$ cat config.mk
export PLATFORM = sky130hd
export DESIGN_NAME = wts_channel_scheduler
export DESIGN_NICKNAME = d
export VERILOG_FILES = /design/src/rtl/wts_channel_scheduler.sv
export SDC_FILE = /design/constraint.sdc
export NUM_CORES = 1
export LEC_CHECK = 0
export ABC_AREA = 1
export CELL_PAD_IN_SITES_DETAIL_PLACEMENT = 1
export CELL_PAD_IN_SITES_GLOBAL_PLACEMENT = 2
export CORE_MARGIN = 2
export CORE_UTILIZATION = 24
export DETAILED_ROUTE_END_ITERATION = 6
export MAX_ROUTING_LAYER = met4
export PLACE_DENSITY = 0.81
export SYNTH_ARGS = -nofsm -noshare
export SYNTH_HDL_FRONTEND = slang
export SYNTH_SLANG_ARGS = --single-unit
$ cat constraint.sdc
create_clock -name clk -period 1.59 [get_ports clk]
set_clock_uncertainty 0.1 [all_clocks]
set_input_delay 0.2385 -clock clk [delete_from_list [all_inputs] [get_ports clk]]
set_output_delay 0.2385 -clock clk [all_outputs]
set_load 0.05 [all_outputs]
$ cat src/rtl/wts_channel_scheduler.sv
// Wave-RAM scheduler for a five-channel wavetable tone generator: rotates channel
// slots, issues tone fetches, and slots CPU reads/writes into the free cycles.
module wts_channel_scheduler (
    input  logic       clk,
    input  logic       reset,
    input  logic       enable,
    output logic [2:0] active,
    output logic       address_reset,
    input  logic [6:0] wave_address,
    input  logic [4:0] key_restart,
    input  logic       cpu_req,
    input  logic       cpu_we,
    input  logic [9:0] cpu_address,
    input  logic [7:0] cpu_wdata,
    output logic [7:0] cpu_rdata,
    output logic       cpu_ack,
    output logic [9:0] ram_address,
    output logic       ram_we,
    output logic       ram_re,
    output logic [7:0] ram_wdata,
    input  logic [7:0] ram_rdata,
    output logic [7:0] sample,
    output logic [2:0] sample_channel,
    output logic       sample_valid
);

    localparam logic [2:0] CPU_SLOT = 3'd5;

    typedef enum logic [1:0] {IDLE, RD_ISSUE, RD_WAIT, GUARD} cpu_state_t;
    typedef enum logic [1:0] {SRC_NONE, SRC_TONE, SRC_CPU} src_t;

    cpu_state_t state, state_nxt;
    src_t       tag1_src, tag2_src;
    logic [2:0] tag1_ch, tag2_ch;
    logic [4:0] pending, slot_clear;
    logic       tone_fetch, cpu_valid_ch, grant_wr, grant_rd;

    assign tone_fetch   = enable && (active < CPU_SLOT);
    assign cpu_valid_ch = cpu_address[9:7] < CPU_SLOT;

    always_ff @(posedge clk) begin
        if (reset)
            active <= '0;
        else if (enable)
            active <= (active == CPU_SLOT) ? 3'd0 : active + 3'd1;
    end

    always_comb begin
        slot_clear = '0;
        if (tone_fetch)
            slot_clear[active] = 1'b1;
    end

    // A restart arriving on the clearing edge wins, so it survives to the next round.
    always_ff @(posedge clk) begin
        if (reset)
            pending <= '0;
        else
            pending <= (pending & ~slot_clear) | key_restart;
    end

    always_comb begin
        address_reset = 1'b0;
        if (active < CPU_SLOT)
            address_reset = pending[active];
    end

    always_ff @(posedge clk) begin
        if (reset)
            state <= IDLE;
        else
            state <= state_nxt;
    end

    always_comb begin
        state_nxt = state;
        case (state)
            IDLE:     if (grant_wr) state_nxt = GUARD;
                      else if (grant_rd) state_nxt = RD_ISSUE;
            RD_ISSUE: state_nxt = RD_WAIT;
            RD_WAIT:  state_nxt = GUARD;
            GUARD:    state_nxt = IDLE;
            default:  state_nxt = IDLE;
        endcase
    end

    always_comb begin
        grant_wr = 1'b0;
        grant_rd = 1'b0;
        if (state == IDLE && !tone_fetch && cpu_req) begin
            grant_wr = cpu_we;
            grant_rd = !cpu_we;
        end
    end

    // Read tags travel with the data two cycles behind the issue, independent of the slot.
    always_ff @(posedge clk) begin
        if (reset) begin
            ram_we         <= 1'b0;
            ram_re         <= 1'b0;
            ram_address    <= '0;
            ram_wdata      <= '0;
            cpu_ack        <= 1'b0;
            cpu_rdata      <= '0;
            sample         <= '0;
            sample_channel <= '0;
            sample_valid   <= 1'b0;
            tag1_src       <= SRC_NONE;
            tag1_ch        <= '0;
            tag2_src       <= SRC_NONE;
            tag2_ch        <= '0;
        end else begin
            ram_we       <= 1'b0;
            ram_re       <= 1'b0;
            cpu_ack      <= 1'b0;
            sample_valid <= 1'b0;
            tag1_src     <= SRC_NONE;
            if (tone_fetch) begin
                ram_re      <= 1'b1;
                ram_address <= {active, wave_address};
                tag1_src    <= SRC_TONE;
                tag1_ch     <= active;
            end else if (grant_wr) begin
                cpu_ack <= 1'b1;
                if (cpu_valid_ch) begin
                    ram_we      <= 1'b1;
                    ram_address <= cpu_address;
                    ram_wdata   <= cpu_wdata;
                end
            end else if (grant_rd && cpu_valid_ch) begin
                ram_re      <= 1'b1;
                ram_address <= cpu_address;
                tag1_src    <= SRC_CPU;
                tag1_ch     <= cpu_address[9:7];
            end
            tag2_src <= tag1_src;
            tag2_ch  <= tag1_ch;
            if (tag2_src == SRC_TONE) begin
                sample         <= ram_rdata;
                sample_channel <= tag2_ch;
                sample_valid   <= 1'b1;
            end
            if (state == RD_WAIT) begin
                cpu_ack   <= 1'b1;
                cpu_rdata <= (tag2_src == SRC_CPU) ? ram_rdata : '0;
            end
        end
    end

endmodule

==> results.rst, run 1 <==
.. list-table::
   :header-rows: 1

   * - Metric
     - Value
   * - Outcome
     - finished, violations left
   * - Violations in the final reports
     - negative setup slack
   * - End-of-flow core utilization
     - 0.3901
   * - Drt wl/cell
     - 12.52 um
   * - Min Clock Period, post-route
     - ~1.7 ns
   * - Final setup TNS
     - -0.1103 ns
   * - Largest voltage drop on the vdd net
     - 568.1 uV
   * - Total design power
     - 5.329 mW
   * - Commonest non-fill, non-tap cells in the layout
     - sky130_fd_sc_hd__nor2_1, sky130_fd_sc_hd__dfxtp_1, sky130_fd_sc_hd__buf_4
   * - Number of detailed-route iterations in the first pass
     - 4
   * - Total congestion overflow
     - 0
   * - Placeable core area
     - 0.01037 mm^2
   * - IO buf count
     - just under 90
   * - Buffers from clock root to sink, at most
     - 2
   * - Final setup violation count
     - 1
   * - Net Count, Synth
     - 386
   * - Path type of the worst min-delay path
     - in2reg
   * - Instance count after placement with tap cells included
     - 566
   * - First-pass GRT wire length
     - 11.62 mm
   * - Worst Path Required
     - about 1.3 ns
   * - Final worst hold slack
     - 0.3015 ns
   * - Multiplexer area fraction after synthesis
     - 0.003878
   * - Effective utilization at floorplan
     - 0.2489
   * - Clock input transition at the sequential cells of the worst setup and hold paths
     - ~0.08 ns
   * - Leading cell type in the layout, fill and taps excluded
     - sky130_fd_sc_hd__nor2_1
   * - Max-slew violations
     - 0
   * - Synthesized netlist cell count
     - 340
   * - Cell at the root of the clock tree
     - sky130_fd_sc_hd__clkbuf_8
   * - WS Path Type
     - reg2out
   * - H-tree depth
     - 3
   * - Period Utilization, post-route
     - 1.069
   * - Area fraction of the dominant cell type after synthesis
     - 0.4731
   * - Die Y-Extent
     - 107.7 um
   * - Normalized max-slew margin
     - 0.7821
   * - Seq cells post-synth
     - just over 60
   * - Top-Level Pins
     - 88
   * - RSZ-0062 raised after global routing
     - true
   * - Hold violation total from the final report
     - 0
   * - Latest clock arrival within the worst-skew pair
     - ~0.34 ns
   * - Max-cap check violation count
     - 0
   * - Post-route antenna net violation count
     - 0
   * - Startpoint type of the worst setup path
     - register
   * - Number of clock sinks
     - 61
   * - Mean instance size in the synthesized netlist
     - 7.592 um^2
   * - Vias in the first global route
     - about 2500
   * - Worst Setup Slack, final
     - -0.1103 ns
   * - Maximum number of pins on one net before global-route repair
     - 27
   * - Layout Nets
     - 496
   * - Fraction of synthesized cell area in xor and xnor cells
     - 0
   * - Post-detailed-route DRC marker count
     - 0
   * - Arrival time at the worst endpoint
     - 1.36 ns
   * - CP Capture Type
     - primary output
   * - Routed wire length
     - approximately 7.4 mm
   * - Signed area change from the synthesized netlist to the final layout
     - 56.71%
   * - Cell Count, Final, Fillers Out
     - 591
   * - Power per unit of standard cell area
     - 1317 mW/mm^2
   * - Post-detail-place hpwl
     - 5.228 mm
   * - Share of final-layout standard cells stronger than drive strength 1
     - 0.2791
   * - Hold bufs inserted after CTS
     - 0
   * - Leading cell types by total area after synthesis
     - sky130_fd_sc_hd__dfxtp_1, sky130_fd_sc_hd__nor2_1, sky130_fd_sc_hd__nand2_1
   * - Largest family of logic cells by synthesized area
     - simple AND/OR/NAND/NOR gates
   * - Die Span X
     - 107.7 um
   * - Row count
     - 37
   * - Simple-Gate Fraction of Synth Area
     - 0.2855
   * - Final weighted congestion in routability-driven placement
     - between 0.7 and 0.8
   * - Violation count after the first detailed-route iteration
     - 53
   * - Static leakage
     - between 1.5 and 2 nW
   * - Compound-gate portion of the synthesized area
     - 0.1246
   * - Part of the Yosys area used for sequential elements
     - 0.4731
   * - Fraction of the mapped netlist area in adder cells
     - 0.01454
   * - Transition at the pin with the smallest max-transition slack
     - 0.3265 ns
   * - Maximum achievable frequency
     - about 600 MHz
   * - Overall die area
     - between 0.01 and 0.015 mm^2
   * - CTS tree
     - yes
   * - Filler Cells Inserted
     - 1280
   * - Initial antenna violation count
     - 0
   * - Ant diodes
     - 0
   * - Number of distinct standard cells referenced by the synthesized netlist
     - 25
   * - Highest net fanout along the worst path
     - 4
   * - Number of warnings issued by yosys
     - 0
   * - Vias per inst
     - 4.206
   * - Cell type with the largest total area after synthesis
     - sky130_fd_sc_hd__dfxtp_1
   * - Clock buffers created by TritonCTS
     - 9
   * - Total via count after detailed routing
     - roughly 2500
   * - Combined area of all synthesized cells
     - around 0.0026 mm^2
   * - All-Layer GR Usage
     - 0.1310
==> cells in the mapped netlist (all sizes together) <==
library cell,count
clkinv,1
nand3,14
buf,7
a22oi,1
nand4,1
mux2i,1
o31ai,1
inv,33
a21oi,20
clkbuf,9
nand2,64
dfxtp,61
ha,3
nor2,86
o21ai,37
a31oi,1
==> stage by stage <==
stage,worst slack (ns),instance area [um^2]
2_1_floorplan,0.01961,2590
3_3_place_gp,-0.3121,3704
3_5_place_dp,-0.3548,3704
4_1_cts,-0.1577,3981
5_1_grt,-0.2173,4045
6_report,-0.1103,4045
==> power breakdown <==
group	leakage, nW	internal (mW)	total (mW)	switching [mW]
Clock	0.106	0.851	1.46	0.614
Combinational	1.19	0.793	1.99	1.20
Sequential	0.503	1.74	1.87	0.137
==> area by class of cell <==
class                   count  area (um^2)  area share
inverters                  34        135.1     0.03341
clock buffers              13        168.9     0.04176
flip-flops and latches     61         1230      0.3041
well taps                 136        170.2     0.04207
repair buffers            114         1142      0.2824
multi-input cells         230         1156      0.2858
clock inverters             3        42.54     0.01052
==> timing repair <==
action / CTS / global route
resized for setup: 5 / 14
cloned: 0 / 1
setup endpoints to repair: 13 / 31
pin swaps: 3 / 8
setup buffers: 6 / 2
==> per-layer routing <==
metal | GRT usage | wire [um]
met1 | 0.1526 | 3302
met2 | 0.2206 | 3636
met3 | 0.02724 | 345
met4 | 0.05220 | 115
met5 | - | 0
==> cells by family after synthesis <==
kind of cell,count (synthesis)
and+or+nand+nor,165
adders and majority gates,3
muxes,1
DFF,61
buffers and inverters,50
AOI/OAI and AO/OA,60
==> critical path, cell delays in order (launching register included) <==
cell                      delay (ns)
sky130_fd_sc_hd__dfxtp_4        0.37
sky130_fd_sc_hd__buf_6          0.12
sky130_fd_sc_hd__mux2i_1        0.10
sky130_fd_sc_hd__o21ai_1        0.14
sky130_fd_sc_hd__nand2_1        0.08
sky130_fd_sc_hd__nand2_2        0.08
sky130_fd_sc_hd__buf_12         0.13
==> path summary, 6_finish.rpt <==
path         depth (start not counted)  slack, ns                       to              startpoint
max                                  6      -0.11            address_reset  active[0]$_SDFFE_PP0P_
min reg2reg                          2       0.30   tag2_src[0]$_SDFF_PP0_  tag1_src[0]$_SDFF_PP0_
max reg2reg                          8       0.08  tag1_ch[1]$_SDFFE_PP0P_   state[1]$_SDFFE_PP0P_
min                                  3       0.30   active[0]$_SDFFE_PP0P_                  enable
==> flip-flops by register name (all words and copies together), names as in the netlist, 5 cells and up <==
register and flops:
ram_wdata 8, ram_address 10, sample 8, pending 5, cpu_rdata 8
No activity file was read; power rests on OpenSTA's default activity.
==> run 2: changes to the inputs <==
--- a/config.mk
+++ b/config.mk
@@ -9,10 +9,10 @@
 export CELL_PAD_IN_SITES_DETAIL_PLACEMENT = 1
 export CELL_PAD_IN_SITES_GLOBAL_PLACEMENT = 2
 export CORE_MARGIN = 2
-export CORE_UTILIZATION = 24
+export CORE_UTILIZATION = 26
 export DETAILED_ROUTE_END_ITERATION = 6
 export MAX_ROUTING_LAYER = met4
-export PLACE_DENSITY = 0.81
+export PLACE_DENSITY = 0.86
 export SYNTH_ARGS = -nofsm -noshare
 export SYNTH_HDL_FRONTEND = slang
 export SYNTH_SLANG_ARGS = --single-unit
==> constraint.sdc (replaced) <==
create_clock -name clk -period 2.1 [get_ports clk]
set_clock_uncertainty 0.1 [all_clocks]
set_input_delay 0.315 -clock clk [delete_from_list [all_inputs] [get_ports clk]]
set_output_delay 0.315 -clock clk [all_outputs]
set_load 0.05 [all_outputs]
==> run 2 against run 1 <==
Effect of this change: the run now ends clean; critical path type unchanged; clock power fell by 41%; non-clock buffer count fell by 21; largest cell class unchanged; largest power group is now sequential cells; sequential share of layout area rose by 2.5 points; first-iteration DRC count fell by 9.4%; die area fell by 7.4%; hold slack improved by 0.010 ns; sequential cell count did not move; routed wire length fell by 6.6%; cell count fell by 4.2%; critical path depth fell by 5; power fell by 33%; register-to-register slack improved by 0.39 ns.
==> results.rst, run 2 (same netlist as run 1, synthesis figures left out) <==
.. list-table::
   :header-rows: 1

   * - Metric
     - Value
   * - Outcome
     - finished, final reports clean
   * - Register Area
     - 0.001224 mm^2
   * - Vias per inst
     - 4.201
   * - Min Clock Period, post-route
     - 1.957 ns
   * - WS Path Type
     - reg2out
   * - H-tree depth
     - 3
   * - Latest clock arrival within the worst-skew pair
     - 0.33 ns
   * - Number of clock sinks
     - 61
   * - Share of final-layout standard cells stronger than drive strength 1
     - 0.1132
   * - Routed wire length
     - 6.908 mm
   * - Row count
     - 36
   * - Period Utilization, post-route
     - 0.9320
   * - Largest voltage drop on the vdd net
     - 336.6 uV
   * - RSZ-0062 raised after global routing
     - false
   * - Setup slack, reg-to-reg
     - 0.47 ns
   * - Clock buffers created by TritonCTS
     - 9
   * - Top-Level Pins
     - 88
   * - Placed standard-cell area
     - 0.003561 mm^2
   * - Post-detailed-route DRC marker count
     - 0
   * - Normalized max-slew margin
     - 0.6136
   * - Endpoint of the worst-slack reg-to-reg timing path
     - ram_wdata[5]$_SDFFE_PP0P_
   * - Worst r2r path cells
     - 9
   * - Worst Path Required
     - roughly 1.7 ns
   * - Max-slew violations
     - 0
   * - Number of cells on the worst hold path
     - 2
   * - Highest net fanout along the worst path
     - 4
   * - Die Span X
     - 103.6 um
   * - Path type of the worst min-delay path
     - reg2reg
   * - Hold violation total from the final report
     - 0
   * - Post-route standard cell area excluding fillers
     - around 0.0037 mm^2
   * - Maximum achievable frequency
     - between 500 and 600 MHz
   * - Effective utilization at floorplan
     - 0.2665
   * - Hold bufs inserted after CTS
     - 0
   * - Power per unit of standard cell area
     - 961.0 mW/mm^2
   * - Signed area change from the synthesized netlist to the final layout
     - 44.21%
   * - Filler Cells Inserted
     - 1193
   * - PostCTS Resize Cnt
     - 0
   * - Final setup violation count
     - 0
   * - Drt wl/cell
     - 12.20 um
   * - Cell class contributing the biggest share of worst-path delay
     - buffers and inverters
   * - Vias in the first global route
     - 2476
   * - Total via count after detailed routing
     - 2378
   * - Commonest non-fill, non-tap cells in the layout
     - sky130_fd_sc_hd__clkdlybuf4s50_1, sky130_fd_sc_hd__nor2_1, sky130_fd_sc_hd__dfxtp_1
   * - Die Y-Extent
     - 103.6 um
   * - Final weighted congestion in routability-driven placement
     - 0.7728
   * - Post-detail-place hpwl
     - 5.147 mm
   * - Maximum number of pins on one net before global-route repair
     - 28
   * - Transition at the pin with the smallest max-transition slack
     - slightly below 0.6 ns
   * - End-of-flow core utilization
     - 0.3844
   * - Placeable core area
     - ~0.0097 mm^2
   * - CTS tree
     - yes
   * - Leading cell type in the layout, fill and taps excluded
     - sky130_fd_sc_hd__clkdlybuf4s50_1
   * - Post-CTS setup buffers
     - 0
   * - Violation count after the first detailed-route iteration
     - 48
   * - Area occupied by multi-input gates
     - 0.001106 mm^2
   * - Cell at the root of the clock tree
     - sky130_fd_sc_hd__clkbuf_8
   * - Clock input transition at the sequential cells of the worst setup and hold paths
     - 0.07 ns
   * - Layout Nets
     - 474
   * - CP Capture Type
     - primary output
   * - Ant diodes
     - 0
   * - Chain of cells forming the critical path
     - clkdlybuf4s50_1
   * - Buffers from clock root to sink, at most
     - 2
   * - Largest register FFs
     - 10
   * - Post-route antenna net violation count
     - 0
   * - Count of buffer and inverter cells on the critical path
     - 1
   * - Static leakage
     - 1.531 nW
   * - IO buf count
     - 87
   * - Number of detailed-route iterations in the first pass
     - 4
   * - Worst Setup Slack, final
     - 0.1427 ns
   * - Reg2reg start
     - state[0]$_SDFFE_PP0P_
   * - Hold worst-path end
     - tag2_src[0]$_SDFF_PP0_
   * - Arrival time at the worst endpoint
     - 1.54 ns
   * - Hold wc startpoint
     - tag1_src[0]$_SDFF_PP0_
   * - Max stage delay cell, worst path
     - sky130_fd_sc_hd__clkdlybuf4s50_1
   * - Largest register by flop count
     - ram_address
   * - Max-cap check violation count
     - 0
   * - Worst stage delay on the critical path
     - 0.83 ns
   * - Overall die area
     - around 0.011 mm^2
   * - Initial antenna violation count
     - 0
   * - Startpoint type of the worst setup path
     - register
   * - Total congestion overflow
     - 0
   * - All-Layer GR Usage
     - 0.1378
   * - Pre-CTS worst setup slack
     - just under 0.06 ns
   * - Final setup TNS
     - 0 ns
   * - First-pass GRT wire length
     - 11.70 mm
==> run 2: cell count changes in the layout (fill, tap and decap cells not counted), moves of 3 or more <==
cell	previous run	this run
sky130_fd_sc_hd__buf_12	14	2
sky130_fd_sc_hd__inv_1	28	32
sky130_fd_sc_hd__clkbuf_8	12	9
sky130_fd_sc_hd__clkinv_2	1	5
sky130_fd_sc_hd__buf_4	57	7
sky130_fd_sc_hd__clkdlybuf4s50_1	41	84
sky130_fd_sc_hd__inv_2	4	0
==> run 2: metal layers <==
| metal | vias up | GRT usage | wire length (um) | share of wire |
|---|---|---|---|---|
| li1 | 1237 | - | - | - |
| met1 | 1074 | 0.1614 | 3238 | 0.47 |
| met2 | 58 | 0.2318 | 3304 | 0.48 |
| met3 | 9 | 0.03021 | 275 | 0.040 |
| met4 | 0 | 0.05212 | 89 | 0.013 |
| met5 | - | - | 0 | 0 |
==> run 2: per-stage QoR <==
stage	cells	power [mW]	hold WS [ns]
2_1_floorplan	340	2.297	0.2883
3_3_place_gp	550	2.706	0.2948
3_5_place_dp	550	2.745	0.2985
4_1_cts	566	3.635	0.3125
5_1_grt	566	3.779	0.3331
6_report	566	3.577	0.3120
==> run 2: cell type report <==
cell class	count	share of cell area
multi-input combinational	229	0.2971
clock inverter	5	0.007395
inverter	34	0.03597
clock buffer	11	0.03529
timing repair buffer	93	0.2508
sequential	61	0.3287
tap	133	0.04471
==> run 2: how the worst max path moves through the flow <==
| stage | start | slack (ns) | to | depth (start not counted) |
|---|---|---|---|---|
| after detailed placement | enable | 0.06 | ram_wdata[5]$_SDFFE_PP0P_ | 9 |
| after floorplan | active[1]$_SDFFE_PP0P_ | 0.15 | address_reset | 7 |
| final | active[2]$_SDFFE_PP0P_ | 0.14 | active[2] | 1 |
| after CTS | active[0]$_SDFFE_PP0P_ | 0.003 | address_reset | 6 |
| after global routing | active[1]$_SDFFE_PP0P_ | 0.06 | address_reset | 8 |
| after global placement | enable | 0.1 | ram_wdata[7]$_SDFFE_PP0P_ | 9 |
==> run 2: report_power, final <==
part | switching, mW | total [mW] | internal, mW | leakage, nW
combinational | 0.847 | 1.31 | 0.458 | 0.946
sequential | 0.0900 | 1.41 | 1.32 | 0.502
clock | 0.446 | 0.866 | 0.420 | 0.0829
==> run 3: changes to the inputs <==
--- a/config.mk
+++ b/config.mk
@@ -8,6 +8,7 @@
 export ABC_AREA = 1
 export CELL_PAD_IN_SITES_DETAIL_PLACEMENT = 1
 export CELL_PAD_IN_SITES_GLOBAL_PLACEMENT = 2
+export CORE_ASPECT_RATIO = 1.5
 export CORE_MARGIN = 2
 export CORE_UTILIZATION = 26
 export DETAILED_ROUTE_END_ITERATION = 6
==> run 3 against run 2 <==
Effect of this change: hold slack got worse by 0.0089 ns; register-to-register slack barely moved; via count rose by 1.1%; non-clock buffer count fell by 2; clock power rose by 65%; sequential power barely moved; sequential share of layout area fell by 1.0 points; cell count fell by 3.5%; fmax rose by 0.60%; critical path type unchanged; critical endpoint is now active[1]; largest cell class unchanged.
==> results.rst, run 3 (same netlist as run 1, synthesis figures left out) <==
.. list-table::
   :header-rows: 1

   * - Metric
     - Value
   * - Cell at the root of the clock tree
     - sky130_fd_sc_hd__clkbuf_16
   * - Filler Cells Inserted
     - between 1000 and 1500
   * - Worst Path Required
     - between 1.5 and 2 ns
   * - Sequential Power Share
     - 0.340
   * - Maximum achievable frequency
     - between 500 and 600 MHz
   * - Maximum number of pins on one net before global-route repair
     - 23
   * - Clock buffers created by TritonCTS
     - 9
   * - Vias per inst
     - 4.405
   * - Max-slew violations
     - 0
   * - Number of detailed-route iterations in the first pass
     - 4
   * - Number of clock sinks
     - 61
   * - Final setup TNS
     - 0 ns
   * - Normalized max-slew margin
     - 0.5962
   * - Hold bufs inserted after CTS
     - 0
   * - Vias in the first global route
     - 2405
   * - Post-detailed-route DRC marker count
     - 0
   * - Violation count after the first detailed-route iteration
     - 38
   * - Highest net fanout along the worst path
     - 5
   * - Setup slack, reg-to-reg
     - 0.46 ns
   * - Arrival time at the worst endpoint
     - 1.53 ns
   * - Final weighted congestion in routability-driven placement
     - 0.7439
   * - Largest register by flop count
     - ram_address
   * - Routed wire length
     - 6.909 mm
   * - Buffers from clock root to sink, at most
     - 2
   * - RSZ-0062 raised after global routing
     - false
   * - Hold violation total from the final report
     - 0
   * - Placeable core area
     - 0.009689 mm^2
   * - All-Layer GR Usage
     - 0.1358
   * - CTS tree
     - yes
   * - First-pass GRT wire length
     - 11.21 mm
   * - Cell internal pwr
     - 2.698 mW
   * - Overall die area
     - 0.01076 mm^2
   * - Startpoint type of the worst setup path
     - register
   * - Max-cap check violation count
     - 0
   * - Total congestion overflow
     - 0
   * - Static leakage
     - 1.589 nW
   * - Top-Level Pins
     - 88
   * - Die Y-Extent
     - 126.0 um
   * - Final worst hold slack
     - 0.3031 ns
   * - CP Capture Type
     - primary output
   * - Combinational power share
     - 0.314
   * - Period Utilization, post-route
     - 0.9265
   * - Worst Setup Slack, final
     - 0.1543 ns
   * - Worst stage delay on the critical path
     - just over 0.8 ns
   * - Effective utilization at floorplan
     - 0.2664
   * - Initial antenna violation count
     - 0
   * - Signed area change from the synthesized netlist to the final layout
     - 48.72%
   * - Row count
     - 44
   * - Post-route antenna net violation count
     - 0
   * - Largest register FFs
     - 10
   * - Switching power summed over all nets
     - 1.440 mW
   * - Clock input transition at the sequential cells of the worst setup and hold paths
     - 0.05 ns
   * - Count of buffer and inverter cells on the critical path
     - 1
   * - Commonest non-fill, non-tap cells in the layout
     - sky130_fd_sc_hd__clkdlybuf4s50_1, sky130_fd_sc_hd__nor2_1, sky130_fd_sc_hd__dfxtp_1
   * - Total design power
     - 4.138 mW
   * - Clock Power Share
     - 0.346
   * - Leading cell type in the layout, fill and taps excluded
     - sky130_fd_sc_hd__clkdlybuf4s50_1
   * - Pre-CTS worst setup slack
     - 0.02987 ns
   * - Layout Nets
     - 472
   * - Drt wl/cell
     - between 10 and 15 um
   * - Max stage delay cell, worst path
     - sky130_fd_sc_hd__clkdlybuf4s50_1
   * - Die Span X
     - 85.36 um
   * - Path type of the worst min-delay path
     - reg2reg
   * - Power per unit of standard cell area
     - 1078 mW/mm^2
   * - Net switching fraction of the power
     - 0.3481
   * - WS Path Type
     - reg2out
   * - Transition at the pin with the smallest max-transition slack
     - 0.6050 ns
   * - Share of final-layout standard cells stronger than drive strength 1
     - 0.1114
   * - H-tree depth
     - 3
   * - Min Clock Period, post-route
     - 1.946 ns
   * - Chain of cells forming the critical path
     - clkdlybuf4s50_1
   * - Largest voltage drop on the vdd net
     - 678.0 uV
   * - Post-detail-place hpwl
     - between 5 and 6 mm
   * - Final setup violation count
     - 0
   * - Total via count after detailed routing
     - 2405
   * - Cell class contributing the biggest share of worst-path delay
     - buffers and inverters
   * - Latest clock arrival within the worst-skew pair
     - roughly 0.32 ns
   * - IO buf count
     - between 80 and 90
   * - Ant diodes
     - 0
   * - Outcome
     - finished, final reports clean
[run 3: area by class of cell]
cell class,instances,area [um^2],area share
Timing Repair Buffer,91,933.4,0.2432
Clock inverter,3,17.52,0.004563
Tap cell,115,143.9,0.03748
Inverter,34,133.9,0.03488
Sequential cell,61,1224,0.3188
Multi-Input combinational cell,229,1106,0.2881
Clock buffer,13,280.3,0.07301
[run 3: repair_timing]
item                       CTS  global route
buffers inserted             0             0
resized for setup            0             2
setup endpoints to repair    0             1
[run 3: worst min-delay path, cell delays in order (launching register included)]
cell	delay (ns)
sky130_fd_sc_hd__dfxtp_1	0.29
sky130_fd_sc_hd__inv_1	0.04
sky130_fd_sc_hd__nor2_1	0.03
[run 3: worst paths after layout]
path,from,depth (start not counted),endpoint
setup / recovery,active[1]$_SDFFE_PP0P_,1,active[1]
hold reg to reg,tag1_src[1]$_SDFF_PP0_,2,tag2_src[1]$_SDFF_PP0_
setup reg to reg,state[0]$_SDFFE_PP0P_,9,ram_wdata[4]$_SDFFE_PP0P_
hold / removal,tag1_src[1]$_SDFF_PP0_,2,tag2_src[1]$_SDFF_PP0_
[run 3: power by group through the flow]
| stage | sequential [mW] | clock [mW] | combinational (mW) |
|---|---|---|---|
| global route | 1.43 | 1.52 | 1.41 |
| detailed placement | 1.43 | 0 | 1.31 |
| finish | 1.41 | 1.43 | 1.30 |
| floorplan | 1.82 | 0 | 0.479 |
| CTS | 1.41 | 1.47 | 1.32 |
| global placement | 1.42 | 0 | 1.28 |
[run 3: per-stage QoR]
| step | area (um^2) | util | cells |
|---|---|---|---|
| after floorplan | 2581 | - | 340 |
| after global placement | 3538 | 0.3652 | 530 |
| after detailed placement | 3538 | 0.3652 | 530 |
| after CTS | 3836 | 0.3959 | 546 |
| after global routing | 3839 | 0.3962 | 546 |
| final | 3839 | 0.3962 | 546 |
[run 3: metal layers]
| metal | track usage | up-vias | part of all wire |
|---|---|---|---|
| met4 | 0.07003 | 0 | 0.023 |
| met3 | 0.01900 | 11 | 0.031 |
| met2 | 0.2399 | 51 | 0.52 |
| met5 | - | - | 0 |
| li1 | - | 1235 | - |
| met1 | 0.1448 | 1108 | 0.42 |
